--- src/rtl/divide.sv ---
// Iterative restoring divider, one quotient bit per clock, begin/end level handshake.
// Define DIV_SIGNED_EN for two's-complement operands (magnitude divide plus sign fix-up).
module divide #(
  parameter int unsigned WIDTH = 32
) (
  input  logic             clk,
  input  logic             rst,
  input  logic             div_begin,
  input  logic [WIDTH-1:0] div_op1,
  input  logic [WIDTH-1:0] div_op2,
  output logic [WIDTH-1:0] quotient,
  output logic [WIDTH-1:0] remainder,
  output logic             div_by_zero,
  output logic             div_end
);

  localparam int unsigned CW = $clog2(WIDTH + 1);

  typedef enum logic [1:0] {IDLE, RUN, DONE, HOLD} state_t;

  state_t           state_q, state_d;
  logic [CW-1:0]    cnt_q, cnt_d;
  logic [WIDTH-1:0] rem_q, rem_d;
  logic [WIDTH-1:0] dvd_q, dvd_d;
  logic [WIDTH-1:0] dvs_q, dvs_d;
  logic [WIDTH-1:0] quo_q, quo_d;
  logic [WIDTH-1:0] remo_q, remo_d;
  logic             dbz_q, dbz_d;

  logic [WIDTH:0]   trial;
  logic [WIDTH-1:0] rem_nx, dvd_nx;
  logic [WIDTH-1:0] mag1, mag2;
  logic [WIDTH-1:0] quo_fix, rem_fix;

`ifdef DIV_SIGNED_EN
  logic s1_q, s1_d, s2_q, s2_d;

  always_comb begin
    mag1    = div_op1[WIDTH-1] ? -div_op1 : div_op1;
    mag2    = div_op2[WIDTH-1] ? -div_op2 : div_op2;
    quo_fix = (s1_q ^ s2_q) ? -dvd_nx : dvd_nx;
    rem_fix = s1_q ? -rem_nx : rem_nx;
  end
`else
  always_comb begin
    mag1    = div_op1;
    mag2    = div_op2;
    quo_fix = dvd_nx;
    rem_fix = rem_nx;
  end
`endif

  // Dividend register doubles as the quotient register: each step shifts out
  // the next dividend bit and shifts in the new quotient bit.
  always_comb begin
    trial  = {rem_q, dvd_q[WIDTH-1]} - {1'b0, dvs_q};
    rem_nx = trial[WIDTH] ? {rem_q[WIDTH-2:0], dvd_q[WIDTH-1]} : trial[WIDTH-1:0];
    dvd_nx = {dvd_q[WIDTH-2:0], ~trial[WIDTH]};
  end

  always_comb begin
    state_d = state_q;
    cnt_d   = cnt_q;
    rem_d   = rem_q;
    dvd_d   = dvd_q;
    dvs_d   = dvs_q;
    quo_d   = quo_q;
    remo_d  = remo_q;
    dbz_d   = dbz_q;
`ifdef DIV_SIGNED_EN
    s1_d    = s1_q;
    s2_d    = s2_q;
`endif
    unique case (state_q)
      IDLE: begin
        if (div_begin) begin
          rem_d = '0;
          dvd_d = mag1;
          dvs_d = mag2;
          cnt_d = '0;
`ifdef DIV_SIGNED_EN
          s1_d  = div_op1[WIDTH-1];
          s2_d  = div_op2[WIDTH-1];
`endif
          if (div_op2 == '0) begin
            quo_d   = '1;
            remo_d  = div_op1;
            dbz_d   = 1'b1;
            state_d = DONE;
          end else begin
            dbz_d   = 1'b0;
            state_d = RUN;
          end
        end
      end
      RUN: begin
        rem_d = rem_nx;
        dvd_d = dvd_nx;
        cnt_d = cnt_q + CW'(1);
        if (cnt_q == CW'(WIDTH - 1)) begin
          quo_d   = quo_fix;
          remo_d  = rem_fix;
          state_d = DONE;
        end
      end
      DONE: state_d = div_begin ? HOLD : IDLE;
      HOLD: if (!div_begin) state_d = IDLE;
      default: state_d = IDLE;
    endcase
  end

  always_ff @(posedge clk or posedge rst) begin
    if (rst) begin
      state_q <= IDLE;
      cnt_q   <= '0;
      rem_q   <= '0;
      dvd_q   <= '0;
      dvs_q   <= '0;
      quo_q   <= '0;
      remo_q  <= '0;
      dbz_q   <= 1'b0;
`ifdef DIV_SIGNED_EN
      s1_q    <= 1'b0;
      s2_q    <= 1'b0;
`endif
    end else begin
      state_q <= state_d;
      cnt_q   <= cnt_d;
      rem_q   <= rem_d;
      dvd_q   <= dvd_d;
      dvs_q   <= dvs_d;
      quo_q   <= quo_d;
      remo_q  <= remo_d;
      dbz_q   <= dbz_d;
`ifdef DIV_SIGNED_EN
      s1_q    <= s1_d;
      s2_q    <= s2_d;
`endif
    end
  end

  assign quotient    = quo_q;
  assign remainder   = remo_q;
  assign div_by_zero = dbz_q;
  assign div_end     = (state_q == DONE);

endmodule
--- config.mk ---
export PLATFORM = sky130hd
export DESIGN_NAME = divide
export DESIGN_NICKNAME = d
export VERILOG_FILES = /design/src/rtl/divide.sv
export SDC_FILE = /design/constraint.sdc
export NUM_CORES = 1
export LEC_CHECK = 0
export BUFFER_PORTS_ARGS = -buffer_cell sky130_fd_sc_hd__clkbuf_2
export CORE_MARGIN = 2
export CORE_UTILIZATION = 58
export DETAILED_ROUTE_END_ITERATION = 16
export PLACE_DENSITY = 0.81
export SLEW_MARGIN = 40
export SYNTH_ARGS = -nofsm -noshare
export SYNTH_HDL_FRONTEND = slang
export SYNTH_SLANG_ARGS = --single-unit
--- constraint.sdc ---
create_clock -name clk -period 6.3 [get_ports clk]
set_clock_uncertainty 0.05 [all_clocks]
set_input_delay 0.63 -clock clk [delete_from_list [all_inputs] [get_ports clk]]
set_output_delay 0.63 -clock clk [all_outputs]
set_load 0.005 [all_outputs]
# == Yosys cells after proc, flatten, opt, wreduce, memory -nomap -nowiden ==
# Cells that the tools add are included.
# word_totals
regBits,169
wordCells,48
out_inout_bits,66
input_bits,67
# classes
addsub,2
n_eq_ne,8
reduce_logical,7
mux,22
bitwise,1
# op_table
operator,count
$mux 32,9
$pmux 32 s2,4
$sub 33x32->33,1
$logic_not 32->1,1
$pmux 6 s2,1
$mux 2,5
$ne 2x2->1 const B,4
$pmux 2 s4,1
$add 6x1->6 const B,1
$eq 6x5->1 const B,1
$mux 6,1
$eq 2x2->1 const B,2
$reduce_and 2->1,2
$reduce_and 4->1,1
$reduce_and 3->1,1
$eq 2x1->1 const B,1
$logic_not 2->1,1
$reduce_bool 2->1,1
$mux 1,1
$not 1->1,1

# == Logic depth before layout (Yosys ltp) ==
# Gate-level depths: netlist (run 1).
# logic_depth
word_depth,4
ltp_mapped,14
depth_no_buf,12

# == Worst setup path after synthesis (run 1) ==
# Ideal clock, no wire load.
# synth_timing
path_type,register -> register
from,register dvd_q[31]
to,register rem_q[11]
setup_slack_ns,3.147
arrival_ns,2.971
period_less_slack_ns,3.153
stages_incl_launch_ff,15
setup_ns,0.132
path_buffers,2
t_required_ns,6.118
cell_sequence,dfrtp_1 inv_1 ha_1 inv_1 fa_1 a211oi_1 o211ai_1 a21oi_1 a211oi_1 nor3_1 or3_4 buf_12 buf_12 mux2i_1 o21ai_1
# synth_between
elab_chain_cells,3
# synth_rtl
item,line,source
"start, declared",24,"logic [WIDTH-1:0] dvd_q, dvd_d;"
"start signal, assigned",130,dvd_q <= dvd_d;
$sub 33x32->33,56,"trial = {rem_q, dvd_q[WIDTH-1]} - {1'b0, dvs_q};"
$mux 32,57,"rem_nx = trial[WIDTH] ? {rem_q[WIDTH-2:0], dvd_q[WIDTH-1]} : trial[WIDTH-1:0];"
$pmux 32 s2,74,unique case (state_q)
"end signal, assigned",129,rem_q <= rem_d;
"end, declared",23,"logic [WIDTH-1:0] rem_q, rem_d;"
# Every way passes these cells.
# A chain may end at the register's enable or synchronous reset.

# == Worst setup path in the final report (run 1) ==
# layout_timing
from,register dvd_q[31]
to,register rem_q[22]
# The elaborated chain is that of the path after synthesis.

==> results of run 1 <==
## synthesized netlist by cell type (4+ instances only)
library cell    n
dfrtp_1       169
nand2_1       125
nor2_1        119
o21ai_0       108
a21oi_1        74
clkbuf_1       55
inv_1          41
o21ai_1        39
nor3_1         38
nand3_1        35
and3_1         33
ha_1           33
mux2i_1        31
xnor2_1        15
a21o_1         14
nor4_1         10
a211oi_1        8
o21a_1          8
nand4_1         7
nor2b_1         7
xor2_1          7
nand2b_1        6
o211ai_1        5
o21bai_1        5
or4_1           4
## power by group
part | internal, mW | switching (mW)
sequential | 1.58 | 0.320
clock | 0.601 | 0.457
combinational | 1.64 | 2.48
## state kept, by name, indices dropped and copies added (netlist names)
register / flops
cnt_q: 6
div_by_zero: 1
dvd_q: 32
dvs_q: 32
quotient: 32
rem_q: 32
remainder: 32
state_q: 2
## layer usage
metal  GRT usage [%]  vias to the layer above  wire [µm]
met2            49.1                      318      12000
met1            39.6                     3967      10200
li1                -                     3892          -
met3            5.08                       55       1420
met5               0                        -          0
met4            11.4                        0        800
## worst max-delay path, cell delays in order, from the launching register on
cell and delay [ps]:
dfrtp_1 360, inv_1 90, ha_1 180, inv_1 60, fa_1 420, a211oi_1 280, o211ai_1 130, a21oi_1 430
a211oi_1 200, nor3_1 430, or3_4 570, mux2i_1 280, o21ai_0 130
## kinds of logic (layout without fill, tap and decap cells)
logic type	count (synthesis)	in the layout	synth area share, %
and+or+nand+nor	405	405	20.4
AOI/OAI and AO/OA	290	290	18.2
buffers and inverters	104	211	4.85
xor gates and xnor gates	22	22	2.10
DFF	169	169	46.0
muxes	33	33	3.62
adders and majority gates	34	34	4.71
## area by class of cell
| type | count | area, µm² |
|---|---|---|
| Inverter | 41 | 161 |
| Multi-Input combinational cell | 784 | 4540 |
| Sequential cell | 169 | 4230 |
| Timing Repair Buffer | 139 | 717 |
| Clock inverter | 11 | 139 |
| Clock buffer | 20 | 447 |
| Tap cell | 211 | 264 |
| Fill cell | 1240 | 4820 |
## worst min path at each step
stage / from / to / slack [ps] / cells after the start
after floorplan: dvs_q[0] / dvs_q[0] / 400 / 2
after global placement: quotient[23] / quotient[23] / 410 / 2
after detailed placement: div_by_zero / div_by_zero / 420 / 2
after CTS: rst / quotient[22] / 340 / 2
after global routing: rst / quotient[22] / 280 / 2
final: rst / quotient[22] / 230 / 2
## metrics by stage
stage	worst slack (ps)	utilization, %
2_1_floorplan	1040	-
3_3_place_gp	2730	64.6
3_5_place_dp	2610	64.7
4_1_cts	2560	68.5
5_1_grt	2130	68.5
6_report	2510	68.5
==> metrics.yaml, run 1 <==
drt:
  via_per_inst: 5.99
  first_pass_iters: 5
  vias: 8232
  wl_per_cell_um: 17.8
  drtIter0Drc: 809
  drtAntennaViolNets: 0
  post-route-drc-count: 0
  routed_wl_um: 24400
global_routing:
  grt_pass1_wl_um: 38800
  grt_max_degree: 89
  grt-ovfl-total: 0
  antenna_found_initial: 0
  grt_pass1_vias: 7753
  grtUsageTotal_pct: 29.7
finish:
  drive_gt1_share_pct: 16.0
  diodes: 0
  fin_area_um2: 10500
  final_cells: 1375
  layout_common_cells: "dfrtp_1, clkbuf_2, nand2_1, nor2_1, o21ai_0"
  final_common_cell: "dfrtp_1"
  nNetsFinal: 1253
  syn_to_final_growth_pct: 14.3
cts:
  postCtsSetupBuffers: 0
  cts.clk_slew.worst_paths_ps: 70
  clockBufferDepth: 2
  hold_buffers: 0
  ctsResizeCount: 0
  clock_latency_ps: 430
  root_buffer: "clkbuf_16"
  cts_buffers: 17
  clock_sink_count: 169
  cts_max_level: 4
  tritoncts: "yes"
floorplan:
  rows: 45
  die_x_um: 130
  die_height_um: 130
  die_area_um2: 16900
  io_pins: 133
  start_util_pct: 60.0
  core_um2: 15300
logic_synthesis:
  synthCells: 1057
  synth-warning-count: 0
  async_flop_share_pct: 100
  synth_edf_count: 0
  synth.area.top_cells: "dfrtp_1, o21ai_0, nand2_1"
  yosys_register_bits: 169
  synth_seq_area_share_pct: 46.0
  yosysTopAreaCell: "dfrtp_1"
  synth_area_um2: 9180
  ys_types: 63
  synth_top_area_share_pct: 46.0
  synthFlopType: "dfrtp_1"
  syn_avg_cell_area_um2: 8.69
  synthesis.nets: 1158
min_path:
  hold_class: "in2async"
critical_path:
  critical_path_class: "reg2reg"
  r2r-end: "rem_q[22]"
  r2r-start: "dvd_q[31]"
  critPathLaunch: "dvd_q[31]"
  critical_path_required_ps: 6530
  reg2reg_depth: 12
  r2r_slack_ps: 2510
  cp-endpoint: "rem_q[22]"
  critPathMaxFanout: 28
  worst_setup_path_start_kind: "flop"
  cp-end-kind: "flop"
  cp.arrival_ps: 4020
power:
  ir_worst_vdd_v: 0.000428
  leakagePower_nw: 5.00
  power_density_nw_per_um2: 675
  p_total_mw: 7.08
timing:
  final-max-slew-violation-count: 0
  fin_crit_ps: 3790
  whs_ps: 231
  hold_viol_final: 0
  finalCritPeriodShare_pct: 60.2
  rsz0062_at_grt: "false"
  tns_ps: 0
  max_freq_ghz: 0.264
  finalSetupViolCount: 0
  tightest_slew_ps: 736
  slew_headroom_pct: 50.7
run:
  cap_viol_max_count: 0
placement:
  hpwl_um: 17200
  placed_area_um2: 9900
  dp_cells: 1344
  routabilityCongestion: 0.963
  numPortBuffers: 132
run_status:
  status: "finished clean"
Power figures use the tool's default switching activity.
==> run 2, diff against run 1 <==
--- a/config.mk
+++ b/config.mk
@@ -5,11 +5,12 @@
 export SDC_FILE = /design/constraint.sdc
 export NUM_CORES = 1
 export LEC_CHECK = 0
+export ABC_AREA = 1
 export BUFFER_PORTS_ARGS = -buffer_cell sky130_fd_sc_hd__clkbuf_2
 export CORE_MARGIN = 2
-export CORE_UTILIZATION = 58
+export CORE_UTILIZATION = 54
 export DETAILED_ROUTE_END_ITERATION = 16
-export PLACE_DENSITY = 0.81
+export PLACE_DENSITY = 0.78
 export SLEW_MARGIN = 40
 export SYNTH_ARGS = -nofsm -noshare
 export SYNTH_HDL_FRONTEND = slang
==> constraint.sdc (replaced) <==
create_clock -name clk -period 3.36 [get_ports clk]
set_clock_uncertainty 0.05 [all_clocks]
set_input_delay 0.336 -clock clk [delete_from_list [all_inputs] [get_ports clk]]
set_output_delay 0.336 -clock clk [all_outputs]
set_load 0.005 [all_outputs]
==> run 2 against run 1 <==
Sequential share of layout area shrank 5.5 points. Wire length grew 16%. Clock-buffer cell count shrank 1. Cell area grew 16%. Largest cell class unchanged. Largest power group unchanged. Highest routed layer unchanged.
==> metrics.yaml, run 2 <==
run_status:
  status: "finished clean"
drt:
  first_pass_iters: 5  # unchanged
  post-route-drc-count: 0  # unchanged
  routed_wl_um: 28400  # +16%
  via_per_inst: 5.21  # -13%
  vias: 9646  # +17%
  drtIter0Drc: 696  # -14%
  drtAntennaViolNets: 0  # unchanged
  wl_per_cell_um: 15.3  # -14%
placement:
  numPortBuffers: 132  # unchanged
  routabilityCongestion: 0.942  # -2.2%
  hpwl_um: 20900  # +22%
  placed_area_um2: 11500  # +16%
  place_ws_ps: 573  # -2030 ps
finish:
  drive_gt1_share_pct: 20.2  # +4.2 points
  nFillCells: 1810  # +46%
  final_common_cell: "nand2_1"
  fin_area_um2: 12100  # +16%
  diodes: 0  # unchanged
  register_area_um2: 4230  # unchanged
  multiInputGateArea_um2: 5240  # +16%
  syn_to_final_growth_pct: 12.8
  nNetsFinal: 1673  # +34%
  layout_common_cells: "nand2_1, inv_1, dfrtp_1, clkbuf_2, o21ai_0"
power:
  seqPwrFrac_pct: 24.8  # -2.1 points
  internal-power_mw: 6.76  # +77%
  leakagePower_nw: 6.47  # +30%
  p_sw_share_pct: 51.7  # +5.6 points
  p_clk_share_pct: 13.7  # -1.2 points
  p_comb_share_pct: 61.5  # +3.3 points
  switchingPower_mw: 7.23  # +120%
  ir_worst_vdd_v: 0.00124  # +190%
  p_total_mw: 14.0  # +98%
  power_density_nw_per_um2: 1150  # +71%
global_routing:
  grt-ovfl-total: 0  # unchanged
  grt_pass1_vias: 8998  # +16%
  grt_max_degree: 101  # +13%
  grtUsageTotal_pct: 26.9  # -2.8 points
  grt_pass1_wl_um: 45700  # +18%
  antenna_found_initial: 0  # unchanged
logic_synthesis:
  yosysMostFrequentCell: "nand2_1"
  synth_seq_area_share_pct: 39.3  # -6.8 points
  synthesis.nets: 1565  # +35%
  async_flop_share_pct: 100  # unchanged
  netlist_top_cells_count: "nand2_1, inv_1, dfrtp_1"
  yosys_register_bits: 169  # unchanged
  syn_avg_cell_area_um2: 7.35  # -15%
  synthFlopType: "dfrtp_1"
  synth-warning-count: 0  # unchanged
  synth_top_area_share_pct: 39.3  # -6.8 points
  yosysTopAreaCell: "dfrtp_1"
  synth_area_um2: 10800  # +17%
  synthCells: 1464  # +39%
  synth.area.top_cells: "dfrtp_1, nand2_1, inv_1"
  synth_edf_count: 0  # unchanged
  ys_types: 43  # -32%
critical_path:
  critical_path_class: "reg2reg"
  worst_setup_path_start_kind: "flop"
  cp_top_family: "simple AND/OR/NAND/NOR gates"
  cp-end-kind: "flop"
  cp.arrival_ps: 3040  # -980 ps
  critical_path_required_ps: 3680  # -2850 ps
  cp_slowest_cell: "fa_1"
  critPathMaxFanout: 34  # +21%
  critPathLaunch: "dvd_q[31]"
  worst_path_largest_cell_delay_ps: 400  # -170 ps
  path_buf_inv: 3  # +1
  path_cells: "inv_1, ha_1, inv_1, fa_1, nand2_1, nand2_2, nand3_2, nand2_2, nand2_2, nand2_4, nand2_4, nand3_2, nand2_8, nand3_1, nand3_1, nand2_1, inv_1"
  r2r-start: "dvd_q[31]"
timing:
  layout_setup_ws_ps: 649  # -1860 ps
  finalSetupViolCount: 0  # unchanged
  tns_ps: 0  # unchanged
  tightest_slew_ps: 615  # -120 ps
  rsz0062_at_grt: "false"
  max_freq_ghz: 0.369  # +40%
  fin_crit_ps: 2710  # -1080 ps
  slew_headroom_pct: 59.0  # +8.3 points
  hold_viol_final: 0  # unchanged
  final-max-slew-violation-count: 0  # unchanged
  whs_ps: 74.6  # -157 ps
  finalCritPeriodShare_pct: 80.7  # +20 points
floorplan:
  die_area_um2: 21100  # +25%
  rows: 51  # +13%
  core_um2: 19500  # +27%
  die_height_um: 145  # +12%
  start_util_pct: 55.1  # -4.8 points
  die_x_um: 145  # +12%
  io_pins: 133  # unchanged
run:
  cap_viol_max_count: 0  # unchanged
cts:
  ctsResizeCount: 0  # unchanged
  clock_sink_count: 169  # unchanged
  cts_buffers: 17  # unchanged
  cts.clk_slew.worst_paths_ps: 70  # about the same
  clockBufferDepth: 2  # unchanged
  cts_max_level: 4  # unchanged
  tritoncts: "yes"
  root_buffer: "clkbuf_16"
  clock_latency_ps: 440  # about the same
min_path:
  hp-start: "div_op2[20]"
  hold_class: "in2reg"
[run 2: cell count changes after synthesis, moves of 27 or more]
| cell | previous run | this run |
|---|---|---|
| and3_1 | 33 | 0 |
| a31oi_1 | 2 | 33 |
| a21oi_1 | 74 | 47 |
| nand3_2 | 2 | 61 |
| or2_2 | 0 | 32 |
| mux2i_1 | 31 | 0 |
| nand2_1 | 125 | 424 |
| nand3_1 | 35 | 93 |
| o21ai_1 | 39 | 0 |
| nor3_1 | 38 | 8 |
| inv_1 | 41 | 231 |
| nor2_1 | 119 | 90 |
[run 2: stage by stage]
| step | utilization (%) | instances |
|---|---|---|
| 6_report | 62.2 | 1850 |
| 5_1_grt | 62.2 | 1850 |
| 4_1_cts | 62.0 | 1848 |
| 3_5_place_dp | 59.1 | 1816 |
| 3_3_place_gp | 59.1 | 1816 |
| 2_1_floorplan | - | 1464 |
[run 2: power by group through the flow]
stage	clock, mW	sequential (mW)	combinational, mW
after floorplan	0	3.39	6.78
after global placement	0	3.48	8.29
after detailed placement	0	3.49	8.50
after CTS	1.93	3.47	8.58
after global routing	2.03	3.56	9.65
final	1.91	3.48	8.61
[run 2: what timing repair did]
item	4_1_cts	5_1_grt
setup endpoints to repair	0	0
hold buffers	0	1
endpoints found under the hold margin	0	15
buffers inserted	0	0
[run 2: cells by family after synthesis]
family                     synth area share (%)
AOI/OAI and AO/OA                          9.49
xor gates and xnor gates                   1.38
adders and majority gates                  4.02
buffers and inverters                      12.2
DFF                                        39.3
and+or+nand+nor                            33.6
[run 2: final timing paths]
| check | endpoint | cells past startpoint | slack [ps] |
|---|---|---|---|
| max | remainder[28] | 17 | 650 |
| min | dvs_q[20] | 3 | 70 |
| max reg2reg | remainder[28] | 17 | 650 |
| min reg2reg | dvs_q[0] | 2 | 440 |
| max in group asynchronous | div_by_zero | 5 | 1980 |
| min in group asynchronous | quotient[11] | 3 | 410 |
[run 2: layer usage]
metal	global-route usage (%)	share of wire [%]	vias to the layer above
met5	0	0	-
met4	8.68	2.8	0
met3	5.06	4.8	51
met2	43.3	47	270
met1	37.0	45	4521
li1	-	-	4804
[run 2: area by class of cell]
type / instances / share of cell area, %
inverters: 246 / 7.67
clock inverters: 13 / 1.09
well taps: 265 / 2.73
multi-input cells: 992 / 43.2
repair buffers: 146 / 6.94
flip-flops and latches: 169 / 34.8
clock buffers: 19 / 3.57
[run 2: worst register-to-register path, cell delays in order (launching register included)]
cell,delay (ps)
dfrtp_1,390
inv_1,80
ha_1,140
inv_1,70
fa_1,400
nand2_1,90
nand2_2,80
nand3_2,80
nand2_2,110
nand2_2,110
nand2_4,80
nand2_4,100
nand3_2,130
nand2_8,330
nand3_1,160
nand3_1,150
nand2_1,60
inv_1,50
==> run 3, diff against run 2 <==
==> constraint.sdc (replaced) <==
create_clock -name clk -period 2.44 [get_ports clk]
set_clock_uncertainty 0.05 [all_clocks]
set_input_delay 0.244 -clock clk [delete_from_list [all_inputs] [get_ports clk]]
set_output_delay 0.244 -clock clk [all_outputs]
set_load 0.005 [all_outputs]
==> run 3 against run 2 <==
The run now ends with setup timing left. Cell count rose by 3.2%. Via count rose by 4.6%. Combinational power rose by 65%. Worst setup slack got worse by 790 ps. Wire length rose by 9.8%. Power rose by 56%. Global-route usage rose by 0.97 points. Clock power rose by 41%. Register-to-register slack got worse by 790 ps.
==> metrics.yaml, run 3 (synthesized netlist as in run 2, its figures left out) <==
run_status:
  status: "finished, violations left"
  violations: "setup timing"
critical_path:
  critical_path_class: "reg2reg"
  path_cells: "ha_1, nand2_1, inv_2, nand2_1, nand2_2, a21oi_2, nand2_4, nand2_4, nand2_4, nand2_4, nand2_8, buf_6, buf_12, nand3_2, nand3_2, nand2_1, inv_1"
  r2r_slack_ps: -140  # -790 ps
  worst_path_largest_cell_delay_ps: 450  # +50 ps
  cp_slowest_cell: "dfrtp_1"
  cp.arrival_ps: 2870  # -170 ps
  reg2reg_depth: 17  # unchanged
  critPathMaxFanout: 8  # -76%
  path_common_cell: "nand2_4"
  worst_setup_path_start_kind: "flop"
  cp-end-kind: "flop"
  critical_path_required_ps: 2730  # -950 ps
finish:
  register_area_um2: 4230  # about the same
  multiInputGateArea_um2: 5730  # +9.4%
  nFillCells: 1664  # -8.1%
  layout_common_cells: "nand2_1, inv_1, dfrtp_1, clkbuf_2"
  drive_gt1_share_pct: 26.1  # +5.9 points
  diodes: 0  # unchanged
  nNetsFinal: 1732  # +3.5%
  syn_to_final_growth_pct: 23.3
  final_common_cell: "nand2_1"
cts:
  cts.clk_slew.worst_paths_ps: 70  # about the same
  clockBufferDepth: 2  # unchanged
  clock_sink_count: 169  # unchanged
  tritoncts: "yes"
  root_buffer: "clkbuf_16"
  cts_max_level: 4  # unchanged
  cts_buffers: 17  # unchanged
  clock_latency_ps: 450  # about the same
timing:
  finalCritPeriodShare_pct: 106  # +25 points
  final-max-slew-violation-count: 0  # unchanged
  rsz0062_at_grt: "true"
  whs_ps: 5.37  # -69.2 ps
  layout_setup_ws_ps: -139  # -788 ps
  finalSetupViolCount: 38  # +38
  fin_crit_ps: 2580  # -132 ps
  slew_headroom_pct: 55.9  # -3.1 points
  hold_viol_final: 0  # unchanged
  max_freq_ghz: 0.388  # +5.1%
  tightest_slew_ps: 662  # +46.5 ps
drt:
  post-route-drc-count: 0  # unchanged
  drtIter0Drc: 988  # +42%
  drtAntennaViolNets: 0  # unchanged
  wl_per_cell_um: 16.3  # +6.4%
  first_pass_iters: 6  # +1
  routed_wl_um: 31200  # +9.8%
  via_per_inst: 5.29  # +1.4%
  vias: 10100  # +4.6%
floorplan:
  start_util_pct: 55.1  # unchanged
  core_um2: 19500  # unchanged
  die_height_um: 145  # unchanged
  die_x_um: 145  # unchanged
  die_area_um2: 21100  # unchanged
  io_pins: 133  # unchanged
  rows: 51  # unchanged
placement:
  numPortBuffers: 132  # unchanged
  place_ws_ps: -71.5  # -645 ps
  hpwl_um: 21900  # +4.7%
  routabilityCongestion: 0.962  # +2.2%
power:
  p_sw_share_pct: 50.9  # -0.82 points
  leakagePower_nw: 6.92  # +6.9%
  switchingPower_mw: 11.1  # +53%
  internal-power_mw: 10.7  # +58%
  ir_worst_vdd_v: 0.00198  # +60%
  p_clk_share_pct: 12.3  # -1.4 points
  seqPwrFrac_pct: 22.4  # -2.4 points
  p_comb_share_pct: 65.3  # +3.8 points
  power_density_nw_per_um2: 1640  # +42%
run:
  cap_viol_max_count: 0  # unchanged
global_routing:
  grt_max_degree: 101  # unchanged
  grt_pass1_wl_um: 47000  # +3.1%
  grt_pass1_vias: 9338  # +3.8%
  grt-ovfl-total: 0  # unchanged
  antenna_found_initial: 0  # unchanged
  grtUsageTotal_pct: 27.9  # +0.97 points
min_path:
  hold_class: "in2reg"
  hold_path_depth: 3  # unchanged
## run 3: critical path: cells and delay by family, from the launching register on
| family | cells | cell delay [ps] |
|---|---|---|
| DFF | 1 | 450 |
| AOI/OAI and AO/OA | 1 | 190 |
| adders and majority gates | 1 | 400 |
| buffers and inverters | 4 | 380 |
| and+or+nand+nor | 11 | 990 |
## run 3: path summary, 6_finish.rpt
check | from | end
worst min-delay path | div_op2[18] | dvs_q[18]
worst min register to register | div_by_zero | div_by_zero
max in group asynchronous | rst | rem_q[20]
min in group asynchronous | rst | quotient[17]
worst max-delay path | rem_q[9] | remainder[17]
worst max register to register | rem_q[9] | remainder[17]
## run 3: what timing repair did
| item | in CTS | in global routing |
|---|---|---|
| gates resized for setup | 2 | 91 |
| buffers inserted | 0 | 10 |
| endpoints found under the hold margin | 35 | 0 |
| hold buffers | 26 | 0 |
| gates cloned | 0 | 1 |
| pin swaps | 1 | 21 |
| setup endpoints to repair | 11 | 95 |
## run 3: area by class of cell
class                           instances  share of cell area (%)
Clock buffer                           18                    3.23
Inverter                              246                    7.01
Tap cell                              265                    2.50
Clock inverter                         14                    1.14
Sequential cell                       169                    31.9
Multi-Input combinational cell        992                    43.2
Timing Repair Buffer                  205                    11.0
## run 3: power by group through the flow
stage | sequential (mW) | clock (mW) | combinational (mW)
floorplan | 4.67 | 0 | 9.34
global placement | 4.80 | 0 | 12.3
detailed placement | 4.83 | 0 | 12.6
CTS | 4.79 | 2.70 | 12.7
global route | 4.98 | 2.82 | 15.6
finish | 4.87 | 2.69 | 14.2
## run 3: per-layer routing
metal	track usage, %	routed length (µm)	up-vias	share of wire (%)
met3	4.31	1940	69	6.2
met1	37.8	13200	4739	42
met5	0	0	-	0
met4	9.85	977	0	3.1
met2	45.7	15000	377	48
li1	-	-	4908	-
## run 3: stage by stage
step                power [mW]  util, %  area (µm²)  instances  setup TNS [ps]
finish                    21.8     68.0       13300       1909           -2220
global route              23.4     68.0       13300       1909           -5900
CTS                       20.2     64.8       12700       1898               0
detailed placement        17.4     60.5       11800       1840           -79.2
global placement          17.1     60.5       11800       1840               0
floorplan                 14.0        -       10800       1464           -1470
